File: src/rtl/uart_rx_controller.sv
// uart_rx_controller: baud-timed UART receive sequencer.
// A 2-flop synchroniser feeds a frame FSM that qualifies the start bit at
// mid-bit, samples 8 data bits LSB first at each bit-timer sample point,
// checks the stop bit and presents good bytes on a valid/ready output.
// Optional feature macro: UART_RX_PARITY_EN (even parity bit between data
// and stop; o_PARITY_ERR live). Undefined by default: 8N1 frames.
//
// Handshake: o_DATA/o_VALID form a valid/ready source. A byte transfers on
// every rising i_CLK where o_VALID and i_READY are both high. While o_VALID
// is high o_DATA is held stable; o_VALID never drops without a transfer.
// A byte arriving while the previous one is unconsumed (and not accepted
// in that same cycle) is discarded and reported with an o_OVERRUN pulse.
module uart_rx_controller #(
    parameter int CLKS_PER_BIT = 16
) (
    input  logic       i_CLK,
    input  logic       i_RST,
    input  logic       i_RX,
    input  logic       i_READY,
    output logic [7:0] o_DATA,
    output logic       o_VALID,
    output logic       o_BUSY,
    output logic       o_FRAME_ERR,
    output logic       o_OVERRUN,
    output logic       o_PARITY_ERR,
    output logic [2:0] o_STATE
);

    localparam int CW = $clog2(CLKS_PER_BIT);
    localparam logic [CW-1:0] SAMPLE_LAST = CW'(CLKS_PER_BIT - 1);
    localparam logic [CW-1:0] HALF_LAST   = CW'((CLKS_PER_BIT / 2) - 1);

    typedef enum logic [2:0] {
        S_IDLE      = 3'd0,
        S_START     = 3'd1,
        S_DATA      = 3'd2,
`ifdef UART_RX_PARITY_EN
        S_PARITY    = 3'd3,
`endif
        S_STOP      = 3'd4,
        S_DELIVER   = 3'd5,
        S_WAIT_IDLE = 3'd6
    } state_t;

    state_t        state;
    state_t        state_next;
    logic          rx_meta;
    logic          rx_s;
    logic [CW-1:0] count;
    logic [2:0]    bit_idx;
    logic [7:0]    shift_reg;
    logic          parity_bad;
    logic          sample_pt;
    logic          half_pt;
    logic          state_change;
    logic          data_entry;
    logic          load;
    logic          overrun_set;

    assign sample_pt    = (count == SAMPLE_LAST);
    assign half_pt      = (count == HALF_LAST);
    assign state_change = (state_next != state);
    assign data_entry   = (state != S_DATA) && (state_next == S_DATA);

    // A good frame loads when the output slot is free or being emptied now;
    // a parity-failed frame never loads and never counts as an overrun.
    assign load        = (state == S_DELIVER) && !parity_bad && (!o_VALID || i_READY);
    assign overrun_set = (state == S_DELIVER) && !parity_bad && o_VALID && !i_READY;

    assign o_BUSY  = (state != S_IDLE);
    assign o_STATE = state;

    // Two-flop synchroniser on the asynchronous serial line; idles high.
    always_ff @(posedge i_CLK) begin
        if (i_RST) begin
            rx_meta <= 1'b1;
            rx_s    <= 1'b1;
        end else begin
            rx_meta <= i_RX;
            rx_s    <= rx_meta;
        end
    end

    // Frame state register.
    always_ff @(posedge i_CLK) begin
        if (i_RST) begin
            state <= S_IDLE;
        end else begin
            state <= state_next;
        end
    end

    // Next-state logic: start qualified at half-bit, data/stop at sample points.
    always_comb begin
        state_next = state;
        case (state)
            S_IDLE: begin
                if (!rx_s) begin
                    state_next = S_START;
                end
            end
            S_START: begin
                if (half_pt) begin
                    state_next = rx_s ? S_IDLE : S_DATA;
                end
            end
            S_DATA: begin
                if (sample_pt && (bit_idx == 3'd7)) begin
`ifdef UART_RX_PARITY_EN
                    state_next = S_PARITY;
`else
                    state_next = S_STOP;
`endif
                end
            end
`ifdef UART_RX_PARITY_EN
            S_PARITY: begin
                if (sample_pt) begin
                    state_next = S_STOP;
                end
            end
`endif
            S_STOP: begin
                if (sample_pt) begin
                    state_next = rx_s ? S_DELIVER : S_WAIT_IDLE;
                end
            end
            S_DELIVER: begin
                state_next = S_IDLE;
            end
            S_WAIT_IDLE: begin
                // Stay here through a break until the line returns high.
                if (rx_s) begin
                    state_next = S_IDLE;
                end
            end
            default: begin
                state_next = S_IDLE;
            end
        endcase
    end

    // Bit timer: restarts on every state entry, wraps after each sample point.
    always_ff @(posedge i_CLK) begin
        if (i_RST) begin
            count <= '0;
        end else if (state_change || sample_pt) begin
            count <= '0;
        end else begin
            count <= count + CW'(1);
        end
    end

    // Data capture: bit index and shift register, both restarted on DATA entry.
    always_ff @(posedge i_CLK) begin
        if (i_RST) begin
            bit_idx   <= 3'd0;
            shift_reg <= 8'h00;
        end else if (data_entry) begin
            bit_idx   <= 3'd0;
            shift_reg <= 8'h00;
        end else if ((state == S_DATA) && sample_pt) begin
            shift_reg[bit_idx] <= rx_s;
            bit_idx            <= bit_idx + 3'd1;
        end
    end

`ifdef UART_RX_PARITY_EN
    // Parity verdict for the current frame; blocks the load in DELIVER.
    always_ff @(posedge i_CLK) begin
        if (i_RST) begin
            parity_bad   <= 1'b0;
            o_PARITY_ERR <= 1'b0;
        end else begin
            o_PARITY_ERR <= 1'b0;
            if (data_entry) begin
                parity_bad <= 1'b0;
            end else if ((state == S_PARITY) && sample_pt) begin
                parity_bad   <= (rx_s != (^shift_reg));
                o_PARITY_ERR <= (rx_s != (^shift_reg));
            end
        end
    end
`else
    // No parity bit on the wire: frames are never rejected for parity.
    always_ff @(posedge i_CLK) begin
        if (i_RST) begin
            parity_bad <= 1'b0;
        end else begin
            parity_bad <= 1'b0;
        end
    end
    assign o_PARITY_ERR = 1'b0;
`endif

    // Output byte slot: load on delivery, release on handshake.
    always_ff @(posedge i_CLK) begin
        if (i_RST) begin
            o_DATA  <= 8'h00;
            o_VALID <= 1'b0;
        end else if (load) begin
            o_DATA  <= shift_reg;
            o_VALID <= 1'b1;
        end else if (o_VALID && i_READY) begin
            o_VALID <= 1'b0;
        end
    end

    // One-cycle error pulses: framing on WAIT_IDLE entry, overrun after DELIVER.
    always_ff @(posedge i_CLK) begin
        if (i_RST) begin
            o_FRAME_ERR <= 1'b0;
            o_OVERRUN   <= 1'b0;
        end else begin
            o_FRAME_ERR <= (state == S_STOP) && sample_pt && !rx_s;
            o_OVERRUN   <= overrun_set;
        end
    end

endmodule
File: config.mk
export PLATFORM = sky130hd
export DESIGN_NAME = uart_rx_controller
export DESIGN_NICKNAME = d
export VERILOG_FILES = /design/src/rtl/uart_rx_controller.sv
export SDC_FILE = /design/constraint.sdc
export NUM_CORES = 1
export LEC_CHECK = 0
export CORE_ASPECT_RATIO = 0.5
export CORE_MARGIN = 2
export CORE_UTILIZATION = 50
export DETAILED_ROUTE_END_ITERATION = 8
export HOLD_SLACK_MARGIN = 0.1
export PLACE_DENSITY = 0.73
export SYNTH_ARGS = -nofsm -noshare
export SYNTH_HDL_FRONTEND = slang
export SYNTH_SLANG_ARGS = --single-unit
File: constraint.sdc
create_clock -name i_CLK -period 3.12 [get_ports i_CLK]
set_clock_uncertainty 0.05 [all_clocks]
set_input_delay 0.624 -clock i_CLK [delete_from_list [all_inputs] [get_ports i_CLK]]
set_output_delay 0.624 -clock i_CLK [all_outputs]
set_load 0.05 [all_outputs]
# == Yosys cells after proc, flatten, opt, wreduce, memory -nomap -nowiden ==
# Index checks and enable logic that the tools add are counted.
# W data, S select, Z words.
# word_totals
rom_bits,0
latch_bits,0
memories,0
out_inout_bits,16
reg_bits,31
elab_cells,58
ramBits,0
inputBits,4
# op_classes
add_sub_neg,2
order_cmp,2
n_eq_ne,11
div,0
n_mux,13
n_reduce_logical,20
bitwise_logic,0
n_mul,0
n_shift,0
# ops
op,n
$mux W3,5
$pmux W3 S5,1
$eq A3 B3 Y1 const B,4
$logic_and A1 B1 Y1,10
$bwmux W8,1
$eq A3 B2 Y1 const B,2
$add A4 B1 Y4 const B,1
$eq A4 B3 Y1 const B,1
$eq A4 B4 Y1 const B,1
$lt A3 B4 Y1 const B,1
$mux W2,2
$reduce_or A2 Y1,2
$add A3 B1 Y3 const B,1
$demux W1 S3,1
$eq A3 B1 Y1 const B,1
$ge A3 B1 Y1 const B,1
$logic_not A1 Y1,3
$logic_not A3 Y1,1
$mux W1,3
$ne A3 B2 Y1 const B,1
$ne A3 B3 Y1,1
$reduce_bool A3 Y1,1
$logic_or A1 B1 Y1,2
$reduce_bool A2 Y1,1

# == Longest topological paths before layout ==
# Gate-level depths: netlist of run 1.
# depth
word_depth,7
mapped_depth,6

# == Worst setup path before layout of run 1 ==
# Ideal clock, no wire load.
# synth_path
path_kind,register to output
from,register state[0] (netlist: o_STATE[0])
to,output o_BUSY
stages_incl_launch_ff,3
arrival_ps,1461
path_slack_ps,985
path_cell_list,dfxtp_1 > buf_2 > or3_1
# synth_between
elab_chain_cells,1
# synth_rtl
element,line,rtl
from (decl),45,state_t state;
from (signal assigned),89,state <= state_next;
$reduce_bool A3 Y1,70,assign o_BUSY = (state != S_IDLE);
to (decl),22,"output logic o_BUSY,"
# Every way passes these cells.

# == Final worst setup path of run 1 ==
# Same ends and word-level chain as after synthesis.

==> impl_table.tex, run 1 <==
\begin{tabular}{lr}
\hline
Metric & Value \\
\hline
\multicolumn{2}{l}{\textbf{Status}} \\
\quad Result of the run & completed \\
\multicolumn{2}{l}{\textbf{Detailed routing}} \\
\quad Detailed-route DRC error count & 0 \\
\quad Antenna violation net count after detailed routing & 0 \\
\quad Final Routed Wirelength & 3220 microns \\
\quad Drt via density & 5.80 \\
\quad Routed wire length per instance & 15.0 microns \\
\quad DR vias & 1,241 \\
\quad First-pass detailed-route iteration total & 4 \\
\quad DRC violation total after the first TritonRoute iteration & 55 \\
\multicolumn{2}{l}{\textbf{Clock network}} \\
\quad Clock buffers created by TritonCTS & 5 \\
\quad Clock latency at the later pin of the worst-skew pair & 0.28 ns \\
\quad Buffers inserted during post-CTS setup optimization & 0 \\
\quad Clock sink count & 31 \\
\quad Number of hold-repair buffers added at the cts stage & 0 \\
\quad Post-CTS clock slew at the launch and capture registers of the worst setup and hold paths & 0.06 ns \\
\quad Post-CTS resize count & 0 \\
\quad \# H-tree levels & 2 \\
\quad CTS tree & done \\
\quad Clk Tree Root Cell & sky130\_fd\_sc\_hd\_\_clkbuf\_8 \\
\quad Maximum number of buffers from clock root to sink & 2 \\
\multicolumn{2}{l}{\textbf{GRT}} \\
\quad Total global routing track utilization & 0.190 \\
\quad Met2 Usage GRT & 0.302 \\
\quad First-pass GRT wire length & 5370 microns \\
\quad Largest net degree at the start of global routing & 20 \\
\quad Fraction of met3 tracks used by global routing & 0.0571 \\
\quad Met1 Usage GRT & 0.254 \\
\quad Vias in the first global route & 1,129 \\
\quad Total congestion overflow & 0 \\
\quad Layer with the highest usage & met2 \\
\quad Number of antenna violations at the first check in global routing & 0 \\
\multicolumn{2}{l}{\textbf{Flow run}} \\
\quad Reported max-cap violation count & 0 \\
\multicolumn{2}{l}{\textbf{Min path}} \\
\quad HP Class & flop to flop \\
\quad Startpoint of the most critical hold path & rx\_meta\$\_SDFF\_PP1\_ \\
\multicolumn{2}{l}{\textbf{Setup path}} \\
\quad Cells traversed along the worst timing path & or3\_1 > clkdlybuf4s50\_1 \\
\quad Arrival time of the worst setup path & 1.98 ns \\
\quad Reg-to-reg critical path startpoint & count[0]\$\_SDFF\_PP0\_ \\
\quad Kind of end point of the critical path & output pin \\
\quad Data required time at the worst endpoint & 2.45 ns \\
\quad Cell with the largest stage delay on the worst path & sky130\_fd\_sc\_hd\_\_clkdlybuf4s50\_1 \\
\quad Crit Path Category & flop to output pin \\
\quad Worst setup path start & o\_STATE[0]\$\_SDFF\_PP0\_ \\
\quad Worst reg2reg setup slack & 1.38 ns \\
\quad Max Fanout on Critical Path & 17 \\
\quad Critical path launch point type & flop \\
\quad Delay of the slowest cell on the worst path & 0.79 ns \\
\multicolumn{2}{l}{\textbf{Place}} \\
\quad Port Buf Inserts & 18 \\
\quad Dpl hpwl & 2140 microns \\
\quad Total cell area at the placement stage & 0.00170 sq mm \\
\quad RD Place Congestion & 0.827 \\
\multicolumn{2}{l}{\textbf{Layout}} \\
\quad Share of layout cells above drive strength 1 & 0.155 \\
\quad Post-layout net count & 181 \\
\quad Area added between synthesis and finish & 15.3\% \\
\quad Filler cells & 261 \\
\quad Diode insertion count for antenna repair & 0 \\
\quad Most frequent standard cell in the layout excluding fill and tap cells & sky130\_fd\_sc\_hd\_\_dfxtp\_1 \\
\quad Most frequent cells in the layout & sky130\_fd\_sc\_hd\_\_dfxtp\_1 (31), sky130\_fd\_sc\_hd\_\_clkdlybuf4s50\_1 (18), sky130\_fd\_sc\_hd\_\_nand3\_1 (17) \\
\quad Post-route standard cell area excluding fillers & 0.00179 sq mm \\
\multicolumn{2}{l}{\textbf{STA}} \\
\quad Slew of the pin with the lowest slew margin & 0.618 ns \\
\quad Fin crit period & 2.65 ns \\
\quad Final-report hold violation count & 0 \\
\quad Fin crit share & 0.850 \\
\quad Final-report setup violation count & 0 \\
\quad RSZ-0062 raised after global routing & no \\
\quad Count of final max-slew check failures & 0 \\
\quad Final TNS setup & 0 ns \\
\quad Maximum clock rate & 377 MHz \\
\quad Worst-case headroom to the max-slew limit & 0.587 \\
\multicolumn{2}{l}{\textbf{Logic synthesis}} \\
\quad Synthesis-stage register bit count & 31 \\
\quad Number of unique standard cell types used by synthesis & 49 \\
\quad Count of warnings emitted by yosys & 0 \\
\quad Area of the mapped netlist & 0.00155 sq mm \\
\quad Synthesized Nets & 169 \\
\quad Post-synth top area share & 0.399 \\
\quad Fraction of the yosys area taken by sequential cells & 0.399 \\
\quad Top flip-flop cell by instance count after synthesis & sky130\_fd\_sc\_hd\_\_dfxtp\_1 \\
\quad Avg Synthesized Cell Area & 9.59 sq um \\
\quad Ranking of synthesized cells by area & sky130\_fd\_sc\_hd\_\_dfxtp\_1 (40\%), sky130\_fd\_sc\_hd\_\_o211ai\_2 (6.4\%), sky130\_fd\_sc\_hd\_\_nand3\_1 (5.5\%) \\
\quad Mapped Cells & 162 \\
\quad Count of flip-flops with a built-in enable after synthesis & 0 \\
\quad Cell type contributing the most total cell area after synthesis & sky130\_fd\_sc\_hd\_\_dfxtp\_1 \\
\quad FFs w/ async S/R, synth & 0 \\
\multicolumn{2}{l}{\textbf{Pwr}} \\
\quad Proportion of power drawn by the clock network & 0.419 \\
\quad Net switching power figure & 176 uW \\
\quad Worst vdd ir & 0.184 mV \\
\quad Sw Ratio & 0.231 \\
\quad Standby leakage power & 0.000695 uW \\
\quad Power Dens Cells & 427 mW/mm\^{}2 \\
\quad Power Internal & 588 uW \\
\quad Gate power share & 0.048 \\
\quad Register share of total power & 0.533 \\
\multicolumn{2}{l}{\textbf{Floorplan}} \\
\quad Vertical die dimension & 43.4 microns \\
\quad Core Rows & 14 \\
\quad Area of the core & 0.00298 sq mm \\
\quad Die area & 0.00360 sq mm \\
\quad Die extent in x & 82.8 microns \\
\quad Starting Density & 0.522 \\
\quad I/O pins & 20 \\
\hline
\end{tabular}
## per-layer routing
layer  vias to the layer above  part of all wire
met5                         -                 0
met4                         0            0.0084
met3                         4             0.041
met2                        25              0.44
met1                       584              0.51
li1                        628                 -
## power groups by stage
stage / registers, uW / logic (uW) / clock network, uW
6_report: 407 / 36.5 / 320
3_3_place_gp: 416 / 36.0 / 0
5_1_grt: 408 / 39.9 / 343
2_1_floorplan: 414 / 30.6 / 0
3_5_place_dp: 416 / 36.8 / 0
4_1_cts: 407 / 36.6 / 325
## per-stage QoR
step | hold WS [ns] | worst slack [ns] | total power, uW | utilization | cells
2_1_floorplan | 0.339 | 0.985 | 444 | - | 162
5_1_grt | 0.377 | 0.392 | 791 | 0.602 | 214
4_1_cts | 0.361 | 0.457 | 769 | 0.602 | 214
3_3_place_gp | 0.343 | 0.815 | 452 | 0.572 | 207
6_report | 0.361 | 0.468 | 764 | 0.602 | 214
3_5_place_dp | 0.347 | 0.761 | 453 | 0.572 | 207
## final timing paths
check / end / depth (start not counted)
worst max-delay path: o_BUSY / 2
worst min-delay path: rx_s$_SDFF_PP1_ / 1
worst max register to register: shift_reg[3]$_SDFFE_PP0P_ / 4
worst min register to register: rx_s$_SDFF_PP1_ / 1
## cells by family (layout without fill, tap and decap cells)
kind of cell,Yosys count,after routing,share of synthesized area
simple gates,53,53,0.217
compound gates,46,46,0.223
flops,31,31,0.399
buf+inv,17,29,0.0636
mux,9,9,0.0588
fa+ha+maj,3,3,0.0242
xor+xnor,2,2,0.0113
other cells,1,1,0.00241
## area by class of cell
cell class / count / area (sq um) / area share
clock buffers: 6 / 82.6 / 0.0461
flip-flops and latches: 31 / 621 / 0.346
multi-input cells: 114 / 835 / 0.466
clock inverters: 1 / 5.00 / 0.00279
inverters: 3 / 11.3 / 0.00628
well taps: 40 / 50.0 / 0.0279
repair buffers: 19 / 188 / 0.105
## Yosys cell counts (all sizes together), types with 3 or more instances
cell type	n
nor2b	4
buf	10
nand2	4
nor2	3
ha	3
mux2i	8
dfxtp	31
clkbuf	4
nand4	3
and3b	3
o211ai	9
nand3	17
a21oi	13
nor3	4
inv	3
o21ai	14
## worst max-delay path, delay by kind of cell, from the launching register on
kind | cells | cell delay, ns
and+or+nand+nor | 1 | 0.19
buffers and inverters | 1 | 0.79
DFF | 1 | 0.72
Note: power is estimated with default switching activity, not from simulation.
==> run 2, diff against run 1 <==
--- a/config.mk
+++ b/config.mk
@@ -7,10 +7,10 @@
 export LEC_CHECK = 0
 export CORE_ASPECT_RATIO = 0.5
 export CORE_MARGIN = 2
-export CORE_UTILIZATION = 50
+export CORE_UTILIZATION = 49
 export DETAILED_ROUTE_END_ITERATION = 8
 export HOLD_SLACK_MARGIN = 0.1
-export PLACE_DENSITY = 0.73
+export PLACE_DENSITY = 0.75
 export SYNTH_ARGS = -nofsm -noshare
 export SYNTH_HDL_FRONTEND = slang
 export SYNTH_SLANG_ARGS = --single-unit
==> constraint.sdc (replaced) <==
create_clock -name i_CLK -period 2.2 [get_ports i_CLK]
set_clock_uncertainty 0.05 [all_clocks]
set_input_delay 0.44 -clock i_CLK [delete_from_list [all_inputs] [get_ports i_CLK]]
set_output_delay 0.44 -clock i_CLK [all_outputs]
set_load 0.05 [all_outputs]
==> impl_table.tex, run 2 (synthesized netlist as in run 1, its figures left out) <==
\begin{tabular}{lr}
\hline
Metric & Value \\
\hline
\multicolumn{2}{l}{\textbf{Pwr}} \\
\quad Register share of total power & 0.533 \\
\quad Standby leakage power & 0.000715 uW \\
\quad Gate power share & 0.052 \\
\quad Worst vdd ir & 0.290 mV \\
\quad Sw Ratio & 0.228 \\
\quad Total Power Consumption & 1080 uW \\
\quad Proportion of power drawn by the clock network & 0.415 \\
\quad Power Dens Cells & 599 mW/mm\^{}2 \\
\quad Power Internal & 837 uW \\
\quad Net switching power figure & 247 uW \\
\multicolumn{2}{l}{\textbf{Setup path}} \\
\quad Delay of the slowest cell on the worst path & 0.81 ns \\
\quad Cell with the largest stage delay on the worst path & sky130\_fd\_sc\_hd\_\_clkdlybuf4s50\_1 \\
\quad Family of cells with the greatest summed delay on the critical path & buffers and inverters \\
\quad Data required time at the worst endpoint & 1.71 ns \\
\quad Kind of end point of the critical path & output pin \\
\quad Crit Path Category & flop to output pin \\
\quad Arrival time of the worst setup path & 1.44 ns \\
\quad Critical path launch point type & flop \\
\quad Max Fanout on Critical Path & 3 \\
\quad Buffering stage count on the worst path with inverters included & 1 \\
\quad Cells traversed along the worst timing path & clkdlybuf4s50\_1 \\
\multicolumn{2}{l}{\textbf{STA}} \\
\quad Final-report setup violation count & 0 \\
\quad Worst-case headroom to the max-slew limit & 0.576 \\
\quad Final-report hold violation count & 0 \\
\quad Fin crit share & 0.877 \\
\quad Slew of the pin with the lowest slew margin & 0.635 ns \\
\quad Maximum clock rate & 518 MHz \\
\quad Final Hold Slack & 0.363 ns \\
\quad Final TNS setup & 0 ns \\
\quad Count of final max-slew check failures & 0 \\
\quad RSZ-0062 raised after global routing & no \\
\quad Fin crit period & 1.93 ns \\
\multicolumn{2}{l}{\textbf{GRT}} \\
\quad Fraction of met3 tracks used by global routing & 0.0705 \\
\quad Total global routing track utilization & 0.187 \\
\quad Vias in the first global route & 1,172 \\
\quad Met1 Usage GRT & 0.234 \\
\quad Largest net degree at the start of global routing & 18 \\
\quad First-pass GRT wire length & 5320 microns \\
\quad Total congestion overflow & 0 \\
\quad Layer with the highest usage & met2 \\
\quad Number of antenna violations at the first check in global routing & 0 \\
\quad Met2 Usage GRT & 0.291 \\
\multicolumn{2}{l}{\textbf{Clock network}} \\
\quad \# H-tree levels & 2 \\
\quad Clock sink count & 31 \\
\quad CTS tree & done \\
\quad Clock latency at the later pin of the worst-skew pair & 0.28 ns \\
\quad Post-CTS resize count & 0 \\
\quad Clock buffers created by TritonCTS & 5 \\
\quad Post-CTS clock slew at the launch and capture registers of the worst setup and hold paths & 0.07 ns \\
\quad Clk Tree Root Cell & sky130\_fd\_sc\_hd\_\_clkbuf\_8 \\
\quad Buffers inserted during post-CTS setup optimization & 0 \\
\quad Number of hold-repair buffers added at the cts stage & 0 \\
\quad Maximum number of buffers from clock root to sink & 2 \\
\multicolumn{2}{l}{\textbf{Detailed routing}} \\
\quad Routed wire length per instance & 14.5 microns \\
\quad Final Routed Wirelength & 3140 microns \\
\quad First-pass detailed-route iteration total & 5 \\
\quad Drt via density & 5.78 \\
\quad Detailed-route DRC error count & 0 \\
\quad DRC violation total after the first TritonRoute iteration & 71 \\
\quad Antenna violation net count after detailed routing & 0 \\
\quad DR vias & 1,248 \\
\multicolumn{2}{l}{\textbf{Floorplan}} \\
\quad Core Rows & 14 \\
\quad Vertical die dimension & 43.8 microns \\
\quad Die extent in x & 83.6 microns \\
\quad I/O pins & 20 \\
\quad Die area & 0.00367 sq mm \\
\quad Starting Density & 0.516 \\
\quad Area of the core & 0.00301 sq mm \\
\multicolumn{2}{l}{\textbf{Layout}} \\
\quad Post-route standard cell area excluding fillers & 0.00181 sq mm \\
\quad Sequential cell area & 621 sq um \\
\quad Area added between synthesis and finish & 16.4\% \\
\quad Post-layout net count & 183 \\
\quad Most frequent cells in the layout & sky130\_fd\_sc\_hd\_\_dfxtp\_1 (31), sky130\_fd\_sc\_hd\_\_nand3\_1 (17), sky130\_fd\_sc\_hd\_\_clkdlybuf4s50\_1 (14) \\
\quad Area of the multi-input gates & 835 sq um \\
\quad Most frequent standard cell in the layout excluding fill and tap cells & sky130\_fd\_sc\_hd\_\_dfxtp\_1 \\
\quad Filler cells & 271 \\
\quad Diode insertion count for antenna repair & 0 \\
\quad Share of layout cells above drive strength 1 & 0.188 \\
\multicolumn{2}{l}{\textbf{Place}} \\
\quad Port Buf Inserts & 18 \\
\quad RD Place Congestion & 0.780 \\
\quad Dpl hpwl & 2080 microns \\
\quad Total cell area at the placement stage & 0.00172 sq mm \\
\multicolumn{2}{l}{\textbf{Status}} \\
\quad Result of the run & completed \\
\multicolumn{2}{l}{\textbf{Min path}} \\
\quad HP Class & flop to flop \\
\multicolumn{2}{l}{\textbf{Flow run}} \\
\quad Reported max-cap violation count & 0 \\
\hline
\end{tabular}
run 2: cell types whose count changed in the layout (fill, tap and decap cells not counted):
cell                              before  now
sky130_fd_sc_hd__clkdlybuf4s50_1      18   14
sky130_fd_sc_hd__buf_12                0    1
sky130_fd_sc_hd__buf_4                 1    6
run 2: final cells by class:
class	instances	area share
Multi-Input combinational cell	114	0.461
Sequential cell	31	0.343
Timing Repair Buffer	21	0.113
Clock buffer	6	0.0456
Tap cell	40	0.0277
Inverter	3	0.00622
Clock inverter	1	0.00277
run 2: worst reg2reg max path, stage by stage (launching register included):
cell                      delay [ns]
sky130_fd_sc_hd__dfxtp_1        0.35
sky130_fd_sc_hd__ha_1           0.40
sky130_fd_sc_hd__and4b_1        0.48
sky130_fd_sc_hd__nand3_1        0.18
sky130_fd_sc_hd__mux2i_1        0.15
run 2: through the flow:
stage          cells  worst slack, ns  utilization
2_1_floorplan    162            0.249            -
3_3_place_gp     209            0.557        0.571
3_5_place_dp     209            0.510        0.571
4_1_cts          216            0.263        0.600
5_1_grt          216            0.221        0.600
6_report         216            0.271        0.600
run 2: power by group through the flow:
| stage | registers, uW | clock network, uW | logic [uW] |
|---|---|---|---|
| floorplan | 586 | 0 | 43.4 |
| global placement | 589 | 0 | 55.0 |
| detailed placement | 590 | 0 | 56.0 |
| CTS | 577 | 463 | 56.7 |
| global route | 578 | 484 | 61.9 |
| finish | 578 | 449 | 56.4 |
run 2: final timing paths:
path / start / to / slack [ns] / cells after the start
worst max-delay path: o_VALID$_SDFFE_PP0P_ / o_VALID / 0.27 / 1
worst min-delay path: rx_meta$_SDFF_PP1_ / rx_s$_SDFF_PP1_ / 0.36 / 1
worst max register to register: count[0]$_SDFF_PP0_ / shift_reg[2]$_SDFFE_PP0P_ / 0.47 / 4
worst min register to register: rx_meta$_SDFF_PP1_ / rx_s$_SDFF_PP1_ / 0.36 / 1
run 2: layer usage:
metal,vias up,part of all wire
met4,0,0.019
met5,-,0
li1,625,-
met2,18,0.45
met3,10,0.036
met1,595,0.49
